**src/rtl/mcycle_unit.sv**
```systemverilog
// Iterative multiply/divide unit for the Execute stage.
// One radix-2 step per cycle over WIDTH cycles: shift-add for multiply,
// restoring shift-subtract for divide. Signed operations run on magnitudes
// and receive their sign fix-up on the way into the result registers.
// Handshake: an operation is accepted in any cycle where Start=1 and the unit
// is not computing. Busy is high from the accepting cycle until the last
// compute cycle. Done pulses for one cycle when Result1/Result2 become valid.
module mcycle_unit #(
   parameter int WIDTH = 32
) (
   input  logic             CLK,
   input  logic             Reset,
   input  logic             Start,
   input  logic [1:0]       MCycleOp,
   input  logic [WIDTH-1:0] Operand1,
   input  logic [WIDTH-1:0] Operand2,
   output logic [WIDTH-1:0] Result1,
   output logic [WIDTH-1:0] Result2,
   output logic             Busy,
   output logic             Done
);

   localparam int CW = (WIDTH > 1) ? $clog2(WIDTH) : 1;
   localparam logic [CW-1:0] LAST_STEP = CW'(WIDTH - 1);

   typedef enum logic [1:0] {
      S_IDLE    = 2'd0,
      S_COMPUTE = 2'd1,
      S_DONE    = 2'd2
   } state_t;

   // Visible FSM state for checkers and waveform debug.
   state_t           state_q, state_d;
   logic [CW-1:0]    cnt_q, cnt_d;
   logic             is_div_q, is_div_d;
   logic             a_neg_q, a_neg_d;
   logic             b_neg_q, b_neg_d;
   logic             div_zero_q, div_zero_d;
   // hi: product upper half / partial remainder.
   // lo: multiplier being consumed / dividend shifting out, quotient shifting in.
   // b:  multiplicand / divisor magnitude.
   logic [WIDTH-1:0] hi_q, hi_d;
   logic [WIDTH-1:0] lo_q, lo_d;
   logic [WIDTH-1:0] b_q, b_d;
   logic [WIDTH-1:0] res1_q, res1_d;
   logic [WIDTH-1:0] res2_q, res2_d;
   logic             done_q, done_d;

   logic             accept;
   logic             op1_neg, op2_neg;
   logic [WIDTH-1:0] op1_abs, op2_abs;
   logic [WIDTH:0]   mul_sum;
   logic [WIDTH:0]   div_rem;
   logic [WIDTH:0]   div_diff;
   logic [WIDTH-1:0] hi_n, lo_n;
   logic [2*WIDTH-1:0] prod, prod_fix;
   logic [WIDTH-1:0] fix1, fix2;

   assign accept  = Start && (state_q != S_COMPUTE);
   assign Busy    = accept || (state_q == S_COMPUTE);
   assign Done    = done_q;
   assign Result1 = res1_q;
   assign Result2 = res2_q;

   // Operand magnitudes and sign flags for signed operations.
   always_comb begin
      op1_neg = MCycleOp[0] & Operand1[WIDTH-1];
      op2_neg = MCycleOp[0] & Operand2[WIDTH-1];
      op1_abs = op1_neg ? (-Operand1) : Operand1;
      op2_abs = op2_neg ? (-Operand2) : Operand2;
   end

   // One radix-2 iteration on the working registers.
   always_comb begin
      mul_sum  = {1'b0, hi_q} + ({(WIDTH+1){lo_q[0]}} & {1'b0, b_q});
      div_rem  = {hi_q, lo_q[WIDTH-1]};
      div_diff = div_rem - {1'b0, b_q};
      if (is_div_q) begin
         if (!div_diff[WIDTH]) begin
            hi_n = div_diff[WIDTH-1:0];
            lo_n = {lo_q[WIDTH-2:0], 1'b1};
         end else begin
            hi_n = div_rem[WIDTH-1:0];
            lo_n = {lo_q[WIDTH-2:0], 1'b0};
         end
      end else begin
         hi_n = mul_sum[WIDTH:1];
         lo_n = {mul_sum[0], lo_q[WIDTH-1:1]};
      end
   end

   // Sign fix-up and divide-by-zero override applied to the final step.
   // A zero divisor leaves the dividend magnitude in hi, so the normal
   // remainder fix-up hands back Operand1 unchanged.
   always_comb begin
      prod     = {hi_n, lo_n};
      prod_fix = (a_neg_q ^ b_neg_q) ? (-prod) : prod;
      if (is_div_q) begin
         if (div_zero_q)
            fix1 = '1;
         else
            fix1 = (a_neg_q ^ b_neg_q) ? (-lo_n) : lo_n;
         fix2 = a_neg_q ? (-hi_n) : hi_n;
      end else begin
         fix1 = prod_fix[WIDTH-1:0];
         fix2 = prod_fix[2*WIDTH-1:WIDTH];
      end
   end

   // Next-state and datapath load decisions.
   always_comb begin
      state_d    = state_q;
      cnt_d      = cnt_q;
      is_div_d   = is_div_q;
      a_neg_d    = a_neg_q;
      b_neg_d    = b_neg_q;
      div_zero_d = div_zero_q;
      hi_d       = hi_q;
      lo_d       = lo_q;
      b_d        = b_q;
      res1_d     = res1_q;
      res2_d     = res2_q;
      done_d     = 1'b0;
      case (state_q)
         S_COMPUTE: begin
            hi_d  = hi_n;
            lo_d  = lo_n;
            cnt_d = cnt_q + CW'(1);
            if (cnt_q == LAST_STEP) begin
               state_d = S_DONE;
               cnt_d   = '0;
               done_d  = 1'b1;
               res1_d  = fix1;
               res2_d  = fix2;
            end
         end
         default: begin
            state_d = S_IDLE;
            if (accept) begin
               state_d    = S_COMPUTE;
               cnt_d      = '0;
               is_div_d   = MCycleOp[1];
               a_neg_d    = op1_neg;
               b_neg_d    = op2_neg;
               div_zero_d = (Operand2 == '0);
               hi_d       = '0;
               lo_d       = MCycleOp[1] ? op1_abs : op2_abs;
               b_d        = MCycleOp[1] ? op2_abs : op1_abs;
            end
         end
      endcase
   end

   // State and datapath registers with synchronous reset.
   always_ff @(posedge CLK) begin
      if (Reset) begin
         state_q    <= S_IDLE;
         cnt_q      <= '0;
         is_div_q   <= 1'b0;
         a_neg_q    <= 1'b0;
         b_neg_q    <= 1'b0;
         div_zero_q <= 1'b0;
         hi_q       <= '0;
         lo_q       <= '0;
         b_q        <= '0;
         res1_q     <= '0;
         res2_q     <= '0;
         done_q     <= 1'b0;
      end else begin
         state_q    <= state_d;
         cnt_q      <= cnt_d;
         is_div_q   <= is_div_d;
         a_neg_q    <= a_neg_d;
         b_neg_q    <= b_neg_d;
         div_zero_q <= div_zero_d;
         hi_q       <= hi_d;
         lo_q       <= lo_d;
         b_q        <= b_d;
         res1_q     <= res1_d;
         res2_q     <= res2_d;
         done_q     <= done_d;
      end
   end

endmodule
```
**config.mk**
```make
export PLATFORM = sky130hd
export DESIGN_NAME = mcycle_unit
export DESIGN_NICKNAME = d
export VERILOG_FILES = /design/src/rtl/mcycle_unit.sv
export SDC_FILE = /design/constraint.sdc
export NUM_CORES = 1
export LEC_CHECK = 0
export CAP_MARGIN = 10
export CORE_UTILIZATION = 35
export CTS_BUF_LIST = sky130_fd_sc_hd__clkbuf_16
export DETAILED_ROUTE_END_ITERATION = 6
export HOLD_SLACK_MARGIN = 0.05
export SLEW_MARGIN = 5
export SYNTH_ARGS = -nofsm -noshare
export SYNTH_HDL_FRONTEND = slang
export SYNTH_SLANG_ARGS = --single-unit
```
**constraint.sdc**
```tcl
create_clock -name CLK -period 11.7 [get_ports CLK]
set_clock_uncertainty 0.2 [all_clocks]
set_input_delay 2.34 -clock CLK [delete_from_list [all_inputs] [get_ports CLK]]
set_output_delay 2.34 -clock CLK [all_outputs]
set_load 0.05 [all_outputs]
```
======== Word-level counts from Yosys, hierarchy flattened ========
Cells that the tools add are included.
operators by class
  add/sub/neg operators ................... 8
  multiply operators ...................... 0
  reduce and logical (&&, ||, !) cells .... 7
  divide/modulo/power cells ............... 0
  shifts and indexed selects .............. 0
  equality and inequality tests ........... 4
  bitwise operators ....................... 5
  order comparisons ....................... 0
  muxes and demuxes ....................... 25
operators by type and width
  cell                                            count
  two-way mux 32 bit                              16
  negator 32 bit                                  4
  two-way mux 64 bit                              1
  negator 64 bit                                  1
  adder 32 x 33 -> 33 bit                         1
  AND 33 x 32 -> 33 bit                           1
  subtractor 33 x 32 -> 33 bit                    1
  logical NOT 32 bit                              1
  two-way mux 5 bit                               3
  adder 5 x 1 -> 5 bit (second input constant)    1
  == test 5 bit (second input constant)           1
  two-way mux 2 bit                               2
  != test 2 x 1 -> 1 bit (second input constant)  2
  AND reduction 2 bit                             2
  two-way mux 1 bit                               3
  AND 1 bit                                       2
  == test 2 x 1 -> 1 bit (second input constant)  1
  nonzero test 2 bit                              1
  OR reduction 2 bit                              1
  logical AND 1 bit                               1
  logical OR 1 bit                                1
  inverter 1 bit                                  1
  bitwise XOR 1 bit                               1
word-level totals
  input bits .............................. 69
  register bits ........................... 172
  RAM bits ................................ 0
  word-level logic and storage cells ...... 61
  latch bits .............................. 0
  memory bits (read-only) ................. 0
  memories kept ........................... 0

======== Longest topological paths before layout ========
Gate-level depths: netlist of run 1.
  depth in word-level cells ............... 7
  mapped depth ............................ 21
  mapped depth without buffers ............ 21

======== Worst setup path after synthesis of run 1 ========
OpenSTA, ideal clock, no wires.
  path type ............................... input to output
  from .................................... in Start
  to ...................................... out Busy
  path slack .............................. 5.802 ns
  arrival time ............................ 3.358 ns
  stages on the path ...................... 4
  required time ........................... 9.160 ns
  path buffers ............................ 2
  cells stage by stage .................... clkbuf_1 -> nor2_1 -> clkbuf_1 -> inv_1
on the way
  longest elaborated chain between the ends .. 2
RTL lines
  element            RTL line  source
  from (decl)        13        input logic Start,
  logical AND 1 bit  59        assign accept = Start && (state_q != S_COMPUTE);
  logical OR 1 bit   60        assign Busy = accept || (state_q == S_COMPUTE);
  to (decl)          19        output logic Busy,
No other way between the ends.

======== Worst setup path after layout of run 1 ========
Ends and elaborated chain as after synthesis.

==> results by group, run 1 <==
Placed design
  – Hpwl dp: 44.69 mm
  – Port buffer count: 134
  – GP Congestion: 1.009

Final layout
  – Fraction of layout cells with a size suffix above 1: 4.962%
  – P&R area growth vs syn: 15.03%
  – Ant diodes: 0
  – Fin nets: 2224

Routing
  – Routed WL per cell: 21.79 µm
  – Drt total wl: 57.41 mm
  – DRT iter0 DRCs: 1516
  – ANT nets after route: 0
  – Vias/cell: 6.039
  – 1st-pass router iterations: 5
  – Drt drc: 0
  – Via count: 15.91k

Global routing
  – First-pass GRT wire length: 87.84 mm
  – Initial antenna violation count: 0
  – Grt total ovfl: 0
  – Pin count of the biggest net entering global routing: 94
  – Global Route Usage Sum: 25.77%
  – Vias in the first global route: 14.42k

Synth
  – Ys Warns: 0
  – Cell Area, Synth: 0.01496 mm²
  – Avg Cell Area, Syn: 7.315 µm²
  – Synthesized net count: 2186
  – Area contributors post-synth: dfxtp_1, a211oi_1, nor2_1
  – Top-count cell post-synth: nor2_1
  – Most instantiated cells after synthesis: nor2_1, a21oi_1, dfxtp_1
  – Fraction of registers with async set/reset: 0%
  – Post-synth top area cell: dfxtp_1
  – Synth top area share: 23.02%
  – Number of synthesized register bits: 172
  – Synth unique cells: 83
  – EDFF count, synth: 0
  – Register area share after synthesis: 23.02%
  – Synth Flop Type: dfxtp_1
  – Gate Count Post-Synth: 2045

Pwr
  – Max IR drop VDD: 112.4 µV
  – Leakage: 0.006301 µW
  – P per Cell Area: 107.2 mW/mm²
  – Clock power share: 31.9%
  – Switch Pwr: 717.5 µW
  – Sequential Power Share: 35.0%
  – Switch share: 38.89%
  – P_int: 1127 µW
  – Logic pwr share: 33.1%

STA
  – Setup violators final: 0
  – Final setup TNS: 0 ns
  – Post-route minimum period: 6.970 ns
  – Max Transition Viols Final: 0
  – Final Hold Viols: 0
  – Worst-margin pin slew: 1.181 ns
  – Relative slew slack: 20.79%
  – Hold slack: 0.2549 ns
  – Period utilisation layout: 59.57%
  – Max Freq: 0.1435 GHz
  – RSZ-0062 raised after global routing: false

Floorplan
  – Core area: 0.04204 mm²
  – Top-Level Pins: 135
  – Row count: 75
  – Die width: 208.7 µm
  – Die height: 208.7 µm
  – Die area: 0.04357 mm²
  – Initial core utilization: 35.58%

Worst setup path
  – R2r endpoint: Result2[20]
  – R2R cell count: 20
  – CP endpoint kind: output pin
  – Arrival time at the worst endpoint: 4.43 ns
  – Worst EP required: 9.16 ns
  – R2r startpoint: lo_q[31]
  – R2R Setup Slk: 5.21 ns
  – Setup crit start: Start
  – End of the critical path: Busy
  – Worst Setup Start Kind: primary input
  – CP Class: primary input to output pin
  – Max FO, Critical Path: 34

Clock tree
  – CTS resizes: 0
  – CTS Buf Count: 17
  – CTS tree: built
  – Postcts setup bufs: 0
  – # hold bufs at CTS: 0
  – CTS H-tree lvls: 4
  – Clock transition at the registers of the reported paths: 0.07 ns
  – CTS sink count: 172
  – Root buf cell: clkbuf_16
  – Later-pin clock latency in the skew report: 0.46 ns
  – Clock tree buffer depth: 2

Run status
  – Status: finished, final reports clean

Flow run
  – Max_cap viols: 0

Worst hold path
  – Tightest Hold Check Type: register to register
==> logic make-up (layout without fill, tap and decap cells) <==
group	count (synthesis)	after routing	synth area share (%)
AND/OR/NAND/NOR	722	722	22.77
AO/OA/AOI/OAI	665	665	29.85
buffers and inverters	201	252	5.278
flip-flops	172	172	23.02
XOR/XNOR	163	163	9.543
adder cells (fa/ha/maj)	72	72	6.122
multiplexers	50	50	3.421
==> through the flow <==
stage	area [µm²]	power, µW	util (%)	instances	setup slack (ns)
final	17210	1845	40.93	2635	4.730
after global routing	17210	1925	40.93	2635	4.657
after CTS	17210	1837	40.93	2635	4.741
after detailed placement	16620	1254	39.54	2603	4.748
after global placement	16620	1250	39.54	2603	4.711
after floorplan	14960	1054	-	2045	5.802
==> state kept, by name, indices dropped and copies added, names as in the netlist <==
register and count:
Done 1, Result1 32, Result2 32, a_neg_q 1, b_neg_q 1, b_q 32
cnt_q 5, div_zero_q 1, hi_q 32, is_div_q 1, lo_q 32, state_q 2
==> cell usage in the layout, fill, tap and decap left out, types with 17 or more instances in the layout <==
cell	instances
o31ai_1	22
ha_1	70
nor3_1	47
clkbuf_16	17
o21ai_0	96
a211oi_1	158
mux2i_1	41
a22oi_1	24
a31oi_1	30
nor2_1	276
nand2_1	156
a21o_1	22
inv_1	59
clkdlybuf4s50_1	132
nand4_1	30
nand3_1	43
o211ai_1	19
nor4_1	19
dfxtp_1	171
buf_4	28
xor2_1	78
a21oi_1	172
and2_1	45
xnor2_1	85
==> metal layers <==
metal	global-route usage [%]	part of all wire, %	vias to the layer above
met4	8.443	2.8	0
met2	40.60	44	616
li1	-	-	7610
met3	3.216	7.0	80
met1	36.20	46	7607
met5	0	0	-
==> critical path, cell delays in order <==
cell,delay [ns]
clkdlybuf4s50_1,0.46
buf_4,0.34
nor2_2,0.07
buf_4,0.28
inv_1,0.11
clkdlybuf4s50_1,0.80
==> power groups by stage <==
stage          registers [µW]  clock network, µW  logic [µW]
2_1_floorplan             637                  0         418
5_1_grt                   648                618         658
3_5_place_dp              658                  0         596
3_3_place_gp              657                  0         593
4_1_cts                   644                595         598
6_report                  646                588         611
==> layout make-up <==
class,instances,area [µm²]
fill,4372,24830
multi-input combinational,1672,10740
sequential,172,3447
timing repair buffer,161,1536
tap,539,674.4
clock buffer,17,425.4
inverter,59,221.5
clock inverter,15,158.9
==> worst min-delay path by stage <==
stage | slack (ns) | to | cells past startpoint | from
final | 0.25 | Result2[21] | 2 | Result2[21]
after global routing | 0.28 | Result2[25] | 2 | Result2[25]
after CTS | 0.26 | Result2[21] | 2 | Result2[21]
after detailed placement | 0.25 | Result2[21] | 2 | Result2[21]
after global placement | 0.24 | Result2[21] | 2 | Result2[21]
after floorplan | 0.25 | cnt_q[4] | 2 | cnt_q[4]
Note: power is estimated with default switching activity, not from simulation.
==> run 2: changes to the inputs <==
Clock period 11.7 ns to 7 ns, I/O delays scaled along.
==> run 2 against run 1 <==
Against the previous run: critical path depth rose by 15; global-route usage rose by 1.1 points; flip-flop and latch count did not move; clock power rose by 67%; critical path type is now register to register; largest power group unchanged.
==> results by group, run 2 (synthesis results as in run 1) <==
Run status
  – Status: finished, final reports clean

Placed design
  – # placed instances: 2612 (+0.35%)
  – DP Worst Slack: 1.002 ns (-3.746 ns)
  – GP Congestion: 1.008 (about the same)
  – Hpwl dp: 46.88 mm (+4.9%)
  – Port buffer count: 134 (unchanged)

STA
  – Setup violators final: 0 (unchanged)
  – Worst Setup Slack, final: 0.8105 ns (-3.920 ns)
  – Relative slew slack: 29.24% (+8.5 points)
  – Worst-margin pin slew: 1.032 ns (-0.1493 ns)
  – Hold slack: 0.2561 ns (+0.001207 ns)
  – Max Transition Viols Final: 0 (unchanged)
  – Final Hold Viols: 0 (unchanged)
  – Final setup TNS: 0 ns (unchanged)
  – RSZ-0062 raised after global routing: false
  – Max Freq: 0.1616 GHz
  – Post-route minimum period: 6.190 ns
  – Period utilisation layout: 88.42%

Worst setup path
  – Arrival time at the worst endpoint: 6.38 ns (+1.95 ns)
  – Worst Setup Start Kind: register
  – Max FO, Critical Path: 8 (-76%)
  – Worst EP required: 7.19 ns (-1.97 ns)
  – CP Class: register to register
  – CP endpoint kind: register

Clock tree
  – # hold bufs at CTS: 0 (unchanged)
  – Clock transition at the registers of the reported paths: 0.08 ns (about the same)
  – CTS tree: built
  – Root buf cell: clkbuf_16
  – CTS sink count: 172 (unchanged)
  – CTS resizes: 0 (unchanged)
  – Clock tree buffer depth: 2 (unchanged)
  – CTS H-tree lvls: 4 (unchanged)
  – Later-pin clock latency in the skew report: 0.46 ns (about the same)
  – CTS Buf Count: 17 (unchanged)
  – Postcts setup bufs: 0 (unchanged)

Pwr
  – P per Cell Area: 179.9 mW/mm² (+68%)
  – Leakage: 0.006355 µW (+0.87%)
  – Max IR drop VDD: 181.7 µV (+62%)

Global routing
  – Global Route Usage Sum: 26.86% (+1.1 points)
  – First-pass GRT wire length: 90.51 mm (+3.0%)
  – Pin count of the biggest net entering global routing: 87 (-7.4%)
  – Initial antenna violation count: 1 (+1)
  – Vias in the first global route: 14.60k (+1.2%)
  – Grt total ovfl: 0 (unchanged)

Routing
  – ANT nets after route: 0 (unchanged)
  – Drt drc: 0 (unchanged)
  – Vias/cell: 6.036 (about the same)
  – 1st-pass router iterations: 6 (+1)
  – Routed WL per cell: 22.44 µm (+3.0%)
  – Via count: 15.96k (+0.30%)
  – Drt total wl: 59.32 mm (+3.3%)
  – DRT iter0 DRCs: 1731 (+14%)

Final layout
  – P&R area growth vs syn: 15.55%
  – Commonest non-fill, non-tap cell in the layout: nor2_1
  – Fin nets: 2233 (+0.40%)
  – Reg area: 0.003447 mm² (unchanged)
  – Fraction of layout cells with a size suffix above 1: 5.463% (+0.50 points)
  – Most frequent cells in the layout: nor2_1, a21oi_1, dfxtp_1, a211oi_1, nand2_1
  – Fill count: 4389 (+0.39%)
  – Ant diodes: 0 (unchanged)
  – Multi-input logic area: 0.01074 mm² (unchanged)
  – Layout Cells excl Fill: 2644 (+0.34%)

Floorplan
  – Top-Level Pins: 135 (unchanged)
  – Die area: 0.04357 mm² (unchanged)
  – Initial core utilization: 35.58% (unchanged)
  – Core area: 0.04204 mm² (unchanged)
  – Die width: 208.7 µm (unchanged)
  – Die height: 208.7 µm (unchanged)
  – Row count: 75 (unchanged)

Flow run
  – Max_cap viols: 0 (unchanged)

Worst hold path
  – Tightest Hold Check Type: register to register
-- run 2: cell count changes in the layout (fill, tap and decap cells not counted) --
cell,change
bufinv_16,-1
clkinvlp_4,-2
buf_4,+9
clkinv_1,-2
clkinv_2,+1
inv_6,+1
inv_12,+1
clkinv_8,+2
-- run 2: path summary, 6_finish.rpt --
| check | start | end | slack [ns] | depth (start not counted) |
|---|---|---|---|---|
| worst max-delay path | lo_q[31] | Result2[16] | 0.81 | 21 |
| worst min-delay path | Result2[25] | Result2[25] | 0.26 | 2 |
| worst max register to register | lo_q[31] | Result2[16] | 0.81 | 21 |
| worst min register to register | Result2[25] | Result2[25] | 0.26 | 2 |
-- run 2: critical path: stages (launching register included) --
cell and delay (ns):
dfxtp_1 0.43, inv_1 0.09, ha_1 0.24, fa_1 0.39, nand2b_1 0.21, a21oi_2 0.25, o21ai_1 0.22, o31ai_4 0.44
a22o_2 0.32, nor3_4 0.12, a21oi_1 0.27, ha_1 0.25, o211ai_1 0.13, nand2b_1 0.34, nor4_1 0.61, nor2_1 0.21
a2111o_1 0.45, nor4_1 0.39, a21oi_1 0.16, xor2_1 0.17, nand2_1 0.07, a21oi_1 0.16
-- run 2: report_power, final --
group          internal (µW)  total [µW]  switching [µW]
combinational            371        1050             675
sequential              1010        1080            64.5
clock                    483         984             501
total                   1870        3110            1240
-- run 2: routing by layer --
layer	share of wire (%)	vias up	wire [µm]	track usage (%)
li1	-	7612	-	-
met1	45	7536	26770	37.53
met2	44	737	26190	41.70
met3	7.9	75	4696	4.704
met4	2.8	0	1656	8.443
met5	0	-	0	0
-- run 2: area by class of cell --
class                           instances  share of cell area, %
Clock buffer                           17                  2.461
Clock inverter                         15                 0.9772
Inverter                               59                  1.281
Multi-Input combinational cell       1672                  62.16
Sequential cell                       172                  19.94
Tap cell                              539                  3.902
Timing Repair Buffer                  170                  9.280
-- run 2: through the flow --
step / util (%) / power, µW / instance area (µm²)
3_5_place_dp: 39.70 / 2119 / 16690
4_1_cts: 41.12 / 3099 / 17290
3_3_place_gp: 39.70 / 2124 / 16690
5_1_grt: 41.12 / 3252 / 17290
2_1_floorplan: - / 1762 / 14960
6_report: 41.12 / 3109 / 17290
